==> config.mk <==
export PLATFORM = sky130hd
export DESIGN_NAME = fire_bias_relu_stage
export DESIGN_NICKNAME = d
export VERILOG_FILES = /design/src/rtl/fire_bias_relu_stage.sv
export SDC_FILE = /design/constraint.sdc
export NUM_CORES = 1
export LEC_CHECK = 0
export ABC_CLOCK_PERIOD_IN_PS = 12200
export CAP_MARGIN = 20
export CORE_AREA = 2 2 226 228
export DETAILED_ROUTE_END_ITERATION = 10
export DIE_AREA = 0 0 228 230
export DONT_BUFFER_PORTS = 1
export HOLD_SLACK_MARGIN = 0.12
export PLACE_DENSITY = 0.39
export RECOVER_POWER = 100
export SYNTH_ARGS = -nofsm -noshare
export SYNTH_HDL_FRONTEND = slang
export SYNTH_SLANG_ARGS = --single-unit
==> constraint.sdc <==
create_clock -name clk -period 12.2 [get_ports clk]
set_input_delay 1.22 -clock clk [delete_from_list [all_inputs] [get_ports clk]]
set_output_delay 1.22 -clock clk [all_outputs]
set_load 0.03 [all_outputs]
==> src/rtl/fire_bias_relu_stage.sv <==
// Bias-add, ReLU, rescale and saturate stage fed channel-sequentially from a conv
// accumulator; two-stage stallable valid/ready pipeline towards the next fire stage.
module fire_bias_relu_stage #(
  parameter int unsigned NUM_CH = 16,
  parameter int unsigned ACC_W  = 32,
  parameter int unsigned SHIFT  = 8,
  parameter int unsigned OUT_W  = 16,
  localparam int unsigned CH_W  = $clog2(NUM_CH)
) (
  input  logic              clk,
  input  logic              rst_n,
  input  logic [32:0]       bias_mem [NUM_CH],
  input  logic [ACC_W-1:0]  in_data,
  input  logic              in_valid,
  input  logic              in_last,
  output logic              in_ready,
  output logic [OUT_W-1:0]  out_data,
  output logic [CH_W-1:0]   out_ch,
  output logic              out_last,
  output logic              out_valid,
  input  logic              out_ready,
  output logic              err_seq
);

  localparam int unsigned SUM_W   = ACC_W + 1;
  localparam int unsigned BIAS_W  = 32;
  localparam logic [CH_W-1:0]  CH_MAX  = CH_W'(NUM_CH - 1);
  localparam logic [SUM_W-1:0] OUT_MAX = SUM_W'((64'd1 << (OUT_W - 1)) - 64'd1);

  // Stage 1: biased sum plus side-band
  logic              v1_q, v1_d;
  logic [SUM_W-1:0]  sum1_q, sum1_d;
  logic [CH_W-1:0]   ch1_q, ch1_d;
  logic              last1_q, last1_d;

  // Stage 2: registered outputs
  logic              v2_q, v2_d;
  logic [OUT_W-1:0]  data2_q, data2_d;
  logic [CH_W-1:0]   ch2_q, ch2_d;
  logic              last2_q, last2_d;

  // Channel sequencing
  logic [CH_W-1:0]   ch_cnt_q, ch_cnt_d;
  logic              err_q, err_d;

  logic              adv1_c, adv2_c, in_xfer_c;
  logic [BIAS_W-1:0] bias_sel_c;
  logic [SUM_W-1:0]  sum_c;
  logic [SUM_W-1:0]  shifted_c;
  logic [OUT_W-1:0]  act_c;
  logic              bias_msb_unused;

  // Bit 32 of each bias word carries nothing for this stage
  always_comb begin
    bias_msb_unused = 1'b0;
    for (int i = 0; i < int'(NUM_CH); i++) begin
      bias_msb_unused = bias_msb_unused ^ bias_mem[i][32];
    end
  end

  // Pipeline advance: a stage may load when it is empty or its successor advances
  always_comb begin
    adv2_c    = !v2_q || out_ready;
    adv1_c    = !v1_q || adv2_c;
    in_xfer_c = in_valid && adv1_c;
  end

  // Bias lookup uses the counter value before this beat updates it
  always_comb begin
    bias_sel_c = bias_mem[ch_cnt_q][BIAS_W-1:0];
    sum_c      = {in_data[ACC_W-1], in_data}
               + {{(SUM_W - BIAS_W){bias_sel_c[BIAS_W-1]}}, bias_sel_c};
  end

  // ReLU, arithmetic rescale and clamp to the positive output range
  always_comb begin
    shifted_c = SUM_W'($signed(sum1_q) >>> SHIFT);
    act_c     = '0;
    if (!sum1_q[SUM_W-1]) begin
      if (shifted_c > OUT_MAX) begin
        act_c = OUT_MAX[OUT_W-1:0];
      end else begin
        act_c = shifted_c[OUT_W-1:0];
      end
    end
  end

  // Next-state for pipeline, channel counter and sequencing error
  always_comb begin
    v1_d     = v1_q;
    sum1_d   = sum1_q;
    ch1_d    = ch1_q;
    last1_d  = last1_q;
    v2_d     = v2_q;
    data2_d  = data2_q;
    ch2_d    = ch2_q;
    last2_d  = last2_q;
    ch_cnt_d = ch_cnt_q;
    err_d    = err_q;

    if (adv2_c) begin
      v2_d = v1_q;
      if (v1_q) begin
        data2_d = act_c;
        ch2_d   = ch1_q;
        last2_d = last1_q;
      end
    end

    if (adv1_c) begin
      v1_d = in_valid;
      if (in_xfer_c) begin
        sum1_d  = sum_c;
        ch1_d   = ch_cnt_q;
        last1_d = in_last;
      end
    end

    // Any in_last / counter disagreement flags an error and resyncs to channel 0
    if (in_xfer_c) begin
      if (in_last || (ch_cnt_q == CH_MAX)) begin
        ch_cnt_d = '0;
        if (in_last != (ch_cnt_q == CH_MAX)) begin
          err_d = 1'b1;
        end
      end else begin
        ch_cnt_d = ch_cnt_q + CH_W'(1);
      end
    end
  end

  always_ff @(posedge clk or negedge rst_n) begin
    if (!rst_n) begin
      v1_q     <= 1'b0;
      sum1_q   <= '0;
      ch1_q    <= '0;
      last1_q  <= 1'b0;
      v2_q     <= 1'b0;
      data2_q  <= '0;
      ch2_q    <= '0;
      last2_q  <= 1'b0;
      ch_cnt_q <= '0;
      err_q    <= 1'b0;
    end else begin
      v1_q     <= v1_d;
      sum1_q   <= sum1_d;
      ch1_q    <= ch1_d;
      last1_q  <= last1_d;
      v2_q     <= v2_d;
      data2_q  <= data2_d;
      ch2_q    <= ch2_d;
      last2_q  <= last2_d;
      ch_cnt_q <= ch_cnt_d;
      err_q    <= err_d;
    end
  end

  assign in_ready  = adv1_c;
  assign out_valid = v2_q;
  assign out_data  = data2_q;
  assign out_ch    = ch2_q;
  assign out_last  = last2_q;
  assign err_seq   = err_q;

endmodule
# Word level (Yosys, flattened, before mapping)
# Cells that the tools add are included.
# word_totals
reg_bits	66
latchBits	0
mem_bits_rw	0
romBits	0
input_bits	565
output_inout_bits	24
wordCells	32
mem_count	0
# op_classes
addsub	2
mul	0
div	0
magnitude_cmp	2
n_eq_ne	2
n_shift	0
muxes	6
bitwise	1
reduce_logical	9
# ops
op	count
binary-select mux 33 bit (select 4 bit)	1
2-to-1 mux 32 bit	2
adder 32 x 32 -> 33 bit	1
> comparator 33 x 15 -> 1 bit (second input constant)	1
2-to-1 mux 16 bit	2
greater-or-equal comparator 5 bit (second input constant)	1
NOT 4 -> 5 bit	1
adder 4 x 1 -> 4 bit (second input constant)	1
equality test 4 bit (second input constant)	1
2-to-1 mux 4 bit	1
AND reduction 2 bit	2
logical OR 1 bit	3
AND reduction 3 bit	1
logical NOT 1 bit	2
logical AND 1 bit	1
inequality test 1 bit	1

# Logic depth before layout (Yosys ltp)
# Gate-level depths: netlist (run 1).
# depth
ltp_word	5
mapped_depth	17
depth_no_buf	12

# Worst setup path after synthesis (run 1)
# Ideal clock, no wire load.
# synth_timing
path_kind	register to register
startpoint	register ch_cnt_q[0]
endpoint	register sum1_q[20]
setup_time_ns	0.120
arrival_time_ns	4.457
required_ns	12.080
slack_ns	7.624
path_stages_with_launch	15
path_buffers	3
period_less_slack_ns	4.576
path_cell_list	dfrtp_1 > clkbuf_1 > buf_2 > buf_1 > mux4_2 > mux4_2 > ha_1 > a21oi_1 > o21ai_0 > or3b_2 > o21a_1 > o211ai_1 > a21boi_1 > or3_1 > a31o_1
# synth_between
elab_chain_cells	5
# synth_lines
element	line	source
start: declaration	43	logic [CH_W-1:0] ch_cnt_q, ch_cnt_d;
start signal: assignment	153	ch_cnt_q <= ch_cnt_d;
NOT 4 -> 5 bit (not written as such)	70	bias_sel_c = bias_mem[ch_cnt_q][BIAS_W-1:0];
binary-select mux 33 bit (select 4 bit)	70	
2-to-1 mux 32 bit (not written as such) (2 in series)	70	
adder 32 x 32 -> 33 bit	72	+ {{(SUM_W - BIAS_W){bias_sel_c[BIAS_W-1]}}, bias_sel_c};
end signal: assignment	146	sum1_q <= sum1_d;
end: declaration	32	logic [SUM_W-1:0] sum1_q, sum1_d;
# Every way passes these cells. The select of a mux whose other input is x is not followed.
# A chain may end at the register's enable or synchronous reset.

# Worst setup path in the final report (run 1)
# layout_timing
startpoint	register ch_cnt_q[0]
endpoint	register sum1_q[30]
# Same word-level chain as after synthesis.

==> results.toml, run 1 <==
[clock_network]
postCtsHoldBufs = 0
clk_pin_slew_ns = 0.06
htreeDepth = 3
insertion_delay_ns = 0.33
cts-resized-gates = 0
cts_buffer_depth = 2
numCtsBuffers = 9
clkSinkCount = 58
cts_setup_buffers = 0
cts_tree = "done"
cts_root_buf = "clkbuf_16"

[synthesis]
ys.flop_type = "dfrtp_1"
synth_area_leader_cell = "mux4_2"
yosysTopAreaCellShare_pct = 46.15
syn_area_sq_mm = 0.007614
yosysWarnings = 0
ys_seq_elements = 58
synth_cells = 645
syn-num-nets = 1243
synth_cell_types = 58
synth_seq_area_share_pct = 19.06
postSynthAreaPerCell_sq_um = 11.80
yosys-top-cells-area = "mux4_2 46%, dfrtp_1 19%, ha_1 5.4%, nand2_1 3.5%, a21o_1 2.6%"
async_flop_share_pct = 100.0
synth_edf_count = 0

[grt]
grt_max_degree = 77
first_global_vias = 6429
track_usage_pct = 15.89
grt_remaining_overflow = 0
antenna_found_initial = 53
grt_pass1_wl_microns = 56890

[setup_path]
max_stage_delay_ns = 2.69
cp.required_ns = 12.45
start_kind = "flop"
r2r_slack_ns = 4.31
crit_slowest_cell = "clkbuf_1"
cp_top_family = "buffers and inverters"
path_cells = "buf_4, clkbuf_1, mux4_2, mux4_2, ha_1, o21ai_0, a21oi_1, o211ai_1, a31oi_1, o211ai_1, o41a_1, or4b_1, nand3_1"
path_buf_inv = 2
end_kind = "flop"
crit_type = "flop to flop"
arrival_ns = 8.14
path_max_fanout = 49

[power_and_ir_drop]
p_int_w = 0.0008887
ir_drop_mv = 0.07328
swShare_pct = 44.90
pwr-share-comb_pct = 57.8
seq_power_share_pct = 24.9
p_switching_w = 0.0007240
p_leak_nw = 2.866
powerDensity_mw_per_mm2 = 187.0
clock_power_share_pct = 17.4

[route]
drtIter0Drc = 456
first_pass_iters = 5
drt_wl_total_microns = 43280
wl_per_cell_microns = 33.42
remaining_drc_errors = 0
ant_nets = 0
vias_per_cell = 4.944
vias = 6402

[die]
die_y_microns = 230
dieWidth_microns = 228
initial_core_util_pct = 15.27
core_area_sq_mm = 0.04986
io_pins = 589
rows = 82
die_area_sq_mm = 0.05244

[sta]
period_needed_ns = 7.887
skew_ns = 0.007898
slew_violations = 149
slew_headroom_pct = -149.0
finalSetupViolations = 0
rsz0062_at_grt = "no"
fin_ws_ns = 4.313
finalCritPeriodShare_pct = 64.64
hold_viol = 0
max_freq_ghz = 0.1268
setup_tns_ns = 0
worst_pin_slew_ns = 3.735

[finish]
syn_to_final_growth_pct = 13.29
final_cells = 1295
num-nets-final = 1205
drive_above_1_share_pct = 31.54

[place]
pre_cts_ws_ns = 6.388
gp_congestion = 1.097
hpwl_microns = 38340
io_buffers = 0
dp_cells = 1268

[min_path]
hold_class = "flop to flop"

[status]
violations = "max-capacitance violations, max-slew violations"
outcome = "finished with violations"

[flow_run]
cap_violations = 3
[cell type report]
cell class                      instances  area [sq um]
Fill cell                            5528         41240
Multi-Input combinational cell        522          5888
Sequential cell                        58          1464
Tap cell                              672         840.8
Clock buffer                            9         225.2
Clock inverter                          7         101.3
Timing Repair Buffer                    8         48.80
Inverter                                8         30.03
Antenna cell                           11         27.53
[power by group through the flow]
stage / Combinational (W) / Clock [W] / Sequential [W]
floorplan: 0.000733 / 0 / 0.000344
global placement: 0.000943 / 0 / 0.000405
detailed placement: 0.000947 / 0 / 0.000407
CTS: 0.000949 / 0.000287 / 0.000404
global route: 0.00103 / 0.000296 / 0.000415
finish: 0.000932 / 0.000280 / 0.000401
[path summary, 6_finish.rpt]
check / from / endpoint / cells after the start
min in group asynchronous: rst_n / ch1_q[3] / 0
min reg2reg: sum1_q[13] / sum1_q[13] / 2
min: sum1_q[13] / sum1_q[13] / 2
max in group asynchronous: rst_n / ch_cnt_q[0] / 0
max: ch_cnt_q[0] / sum1_q[30] / 13
max reg2reg: ch_cnt_q[0] / sum1_q[30] / 13
[Yosys cell counts, types with 2 or more instances]
cell	count
a31oi_1	3
o211ai_1	8
inv_1	8
nand4_1	10
or3_1	2
nand2_1	72
clkbuf_1	33
nor2b_1	4
o21a_1	5
ha_1	33
a21oi_1	32
buf_1	19
nand3b_1	2
nand3_1	12
nor4_1	2
xnor2_1	4
and2_1	4
nor2_1	30
and3_1	3
o31ai_1	21
mux2i_1	6
o21bai_1	2
dfrtp_1	58
nand2b_1	6
nor3_1	4
mux4_2	156
o21ai_0	32
xor2_1	9
a21o_1	26
a211oi_1	4
buf_6	2
mux2_2	5
nor3b_1	3
[kinds of logic after synthesis]
| group | share of synthesized area [%] |
|---|---|
| xor+xnor | 1.495 |
| mux | 47.67 |
| flops | 19.06 |
| fa+ha+maj | 5.423 |
| simple gates | 9.827 |
| buf+inv | 3.484 |
| compound gates | 13.03 |
[tightest hold or removal path, stage by stage, from the launching register on]
cell and delay [ns]:
dfrtp_1 0.34, nand2_1 0.05, o21ai_0 0.06
[layer usage]
layer,wire (microns),GRT usage (%)
met5,199,0
met2,19400,24.67
met1,18740,21.02
met3,4251,6.448
met4,689,2.594
[layout by cell type, fill, tap and decap left out, drive strengths merged, types with 2 or more instances in the layout]
cell type / synthesis / layout
o21ai: 32 / 32
xor2: 9 / 9
dfrtp: 58 / 58
a21o: 26 / 26
nor4: 2 / 2
o21a: 5 / 5
diode: 0 / 11
mux2: 5 / 5
mux4: 156 / 156
buf: 23 / 5
a31oi: 4 / 4
a31o: 2 / 2
nand2: 72 / 72
nor3b: 3 / 3
bufinv: 0 / 2
nor2b: 4 / 4
xnor2: 4 / 4
mux2i: 6 / 6
nand4: 10 / 10
nand3b: 2 / 2
nand3: 13 / 13
a21oi: 32 / 32
clkinvlp: 0 / 2
a21boi: 3 / 3
o211ai: 9 / 9
or3: 2 / 2
nor2: 30 / 30
nand2b: 6 / 6
and3: 3 / 3
o31ai: 21 / 21
inv: 8 / 10
o21bai: 2 / 2
nor3: 4 / 4
clkbuf: 34 / 12
and2: 4 / 4
ha: 33 / 33
a211oi: 5 / 5
[state kept, by name, summed over array words and instances, names as in the netlist]
register   count
sum1_q        25
out_data      16
ch1_q          4
ch_cnt_q       4
out_ch         4
err_seq        1
last1_q        1
out_last       1
out_valid      1
v1_q           1
[through the flow]
step           instance area [sq um]  utilization (%)  hold WS (ns)  total power [W]
2_1_floorplan                   7614                -        0.4424         0.001077
4_1_cts                         8621            17.29        0.4839         0.001641
6_report                        8626            17.30        0.4802         0.001613
3_5_place_dp                    8294            16.63        0.4685         0.001355
3_3_place_gp                    8294            16.63        0.4633         0.001348
5_1_grt                         8608            17.26        0.5068         0.001746
No activity file was read; power rests on OpenSTA's default activity.
==> run 2: changes to the inputs <==
- ABC_CLOCK_PERIOD_IN_PS: 12200 -> 7400
- clock period: 12.2 -> 7.4 ns (I/O delays scaled with it)
==> results.toml, run 2 (same netlist as run 1, synthesis figures left out) <==
[route]
vias_per_cell = 4.815
first_pass_iters = 5
drt_wl_total_microns = 43330
remaining_drc_errors = 0
wl_per_cell_microns = 33.08
ant_nets = 0
drtIter0Drc = 592
vias = 6307

[power_and_ir_drop]
ir_drop_mv = 0.1178
clock_power_share_pct = 18.5
pwr-share-comb_pct = 56.5
p_leak_nw = 2.896
seq_power_share_pct = 25.0
p_switching_w = 0.001182
power_w = 0.002674
swShare_pct = 44.21
p_int_w = 0.001492
powerDensity_mw_per_mm2 = 307.4

[grt]
antenna_found_initial = 57
track_usage_pct = 15.86
grt_remaining_overflow = 0
grt_max_degree = 62
first_global_vias = 6414
use_met1_pct = 21.06
grt_use_met2_pct = 24.31
grtUsageMet3_pct = 6.411
top_usage_layer = "met2"
grt_pass1_wl_microns = 56630

[clock_network]
cts_setup_buffers = 0
htreeDepth = 3
cts_buffer_depth = 2
numCtsBuffers = 9
clkSinkCount = 58
clk_pin_slew_ns = 0.06
cts_tree = "done"
cts_root_buf = "clkbuf_16"
insertion_delay_ns = 0.33

[finish]
multiInputGateArea_sq_mm = 0.005888
final_cell_mix = "156 x mux4_2, 71 x nand2_1, 54 x dfrtp_1"
final_cells = 1310
final-seq-area_sq_mm = 0.001464
final_common_cell = "mux4_2"
largest_register = "sum1_q"
fin_area_sq_mm = 0.008698
syn_to_final_growth_pct = 14.25
num-nets-final = 1208
fillers = 5556
largest_register_ffs = 25
drive_above_1_share_pct = 31.71

[place]
dp_cells = 1270
hpwl_microns = 38560
place_area_sq_mm = 0.008309
gp_congestion = 1.088
io_buffers = 0

[sta]
hold_viol = 0
max_freq_ghz = 0.1833
slew_headroom_pct = -127.6
worst_hold_slack_ns = 0.4836
skew_ns = 0.01393
setup_tns_ns = 0
finalCritPeriodShare_pct = 73.72
finalSetupViolations = 0
period_needed_ns = 5.456
slew_violations = 158
rsz0062_at_grt = "no"
worst_pin_slew_ns = 3.414

[flow_run]
cap_violations = 3

[die]
dieWidth_microns = 228
initial_core_util_pct = 15.27
io_pins = 589
core_area_sq_mm = 0.04986
rows = 82
die_area_sq_mm = 0.05244
die_y_microns = 230

[setup_path]
crit_type = "flop to flop"
worst_r2r_endpoint = "sum1_q[30]"
path_max_fanout = 46
r2r_slack_ns = 1.94
end_kind = "flop"
arrival_ns = 5.71
cp.required_ns = 7.65
start_kind = "flop"
reg2reg_depth = 12
r2r_start = "ch_cnt_q[0]"

[min_path]
hp-start = "sum1_q[22]"
holdPathEnd = "sum1_q[22]"
hold_class = "flop to flop"
min_path_cells = 2

[status]
violations = "max-capacitance violations, max-slew violations"
outcome = "finished with violations"
==> run 2: cell count changes in the layout (fill, tap and decap cells not counted), sizes merged <==
cell      delta
clkinv       +2
inv          -1
clkinvlp     -2
diode       +12
clkbuf       +1
buf          +2
bufinv       +1
==> run 2: final cells by class <==
class | instances | area share, %
antenna | 23 | 0.6617
clock buffer | 9 | 2.589
clock inverter | 7 | 1.438
inverter | 8 | 0.3452
multi-input combinational | 522 | 67.69
sequential | 58 | 16.83
tap | 672 | 9.666
timing repair buffer | 11 | 0.7768
==> run 2: how the worst max path moves through the flow <==
stage | cells after the start | to | slack [ns] | start
finish | 12 | sum1_q[30] | 1.94 | ch_cnt_q[0]
CTS | 12 | sum1_q[28] | 1.95 | ch_cnt_q[0]
detailed placement | 12 | sum1_q[28] | 1.98 | ch_cnt_q[0]
floorplan | 14 | sum1_q[20] | 2.82 | ch_cnt_q[0]
global placement | 12 | sum1_q[28] | 2.03 | ch_cnt_q[0]
global route | 12 | sum1_q[30] | 1.49 | ch_cnt_q[0]
==> run 2: metal layers <==
layer	part of all wire, %	vias up
li1	-	2629
met1	41	3109
met2	44	458
met3	12	81
met4	2.1	30
met5	0.69	-
==> run 2: power by group through the flow <==
stage          combinational, W  sequential (W)  clock (W)
2_1_floorplan           0.00121        0.000567          0
3_3_place_gp            0.00154        0.000677          0
3_5_place_dp            0.00155        0.000681          0
4_1_cts                 0.00156        0.000675   0.000510
5_1_grt                 0.00168        0.000695   0.000524
6_report                0.00151        0.000667   0.000495
==> run 2: critical path, cell delays in order, from the launching register on <==
cell and delay, ns:
dfrtp_4 0.94, buf_4 0.62, mux4_2 0.62, mux4_2 0.57, ha_1 0.41, nand2_1 0.09
a21oi_1 0.22, o211ai_1 0.13, a31oi_1 0.33, o211ai_1 0.28, o41a_1 0.52, or4b_1 0.48
nand3_1 0.09
==> run 2: timing repair <==
| item | in CTS | in global routing |
|---|---|---|
| hold buffers | 1 | 0 |
| gates resized for setup | 0 | 0 |
| endpoints found under the hold margin | 58 | 0 |
==> run 2: metrics by stage <==
step	utilization, %	worst slack, ns
2_1_floorplan	-	2.824
3_3_place_gp	16.66	2.025
3_5_place_dp	16.66	1.981
4_1_cts	17.42	1.953
5_1_grt	17.35	1.491
6_report	17.44	1.944
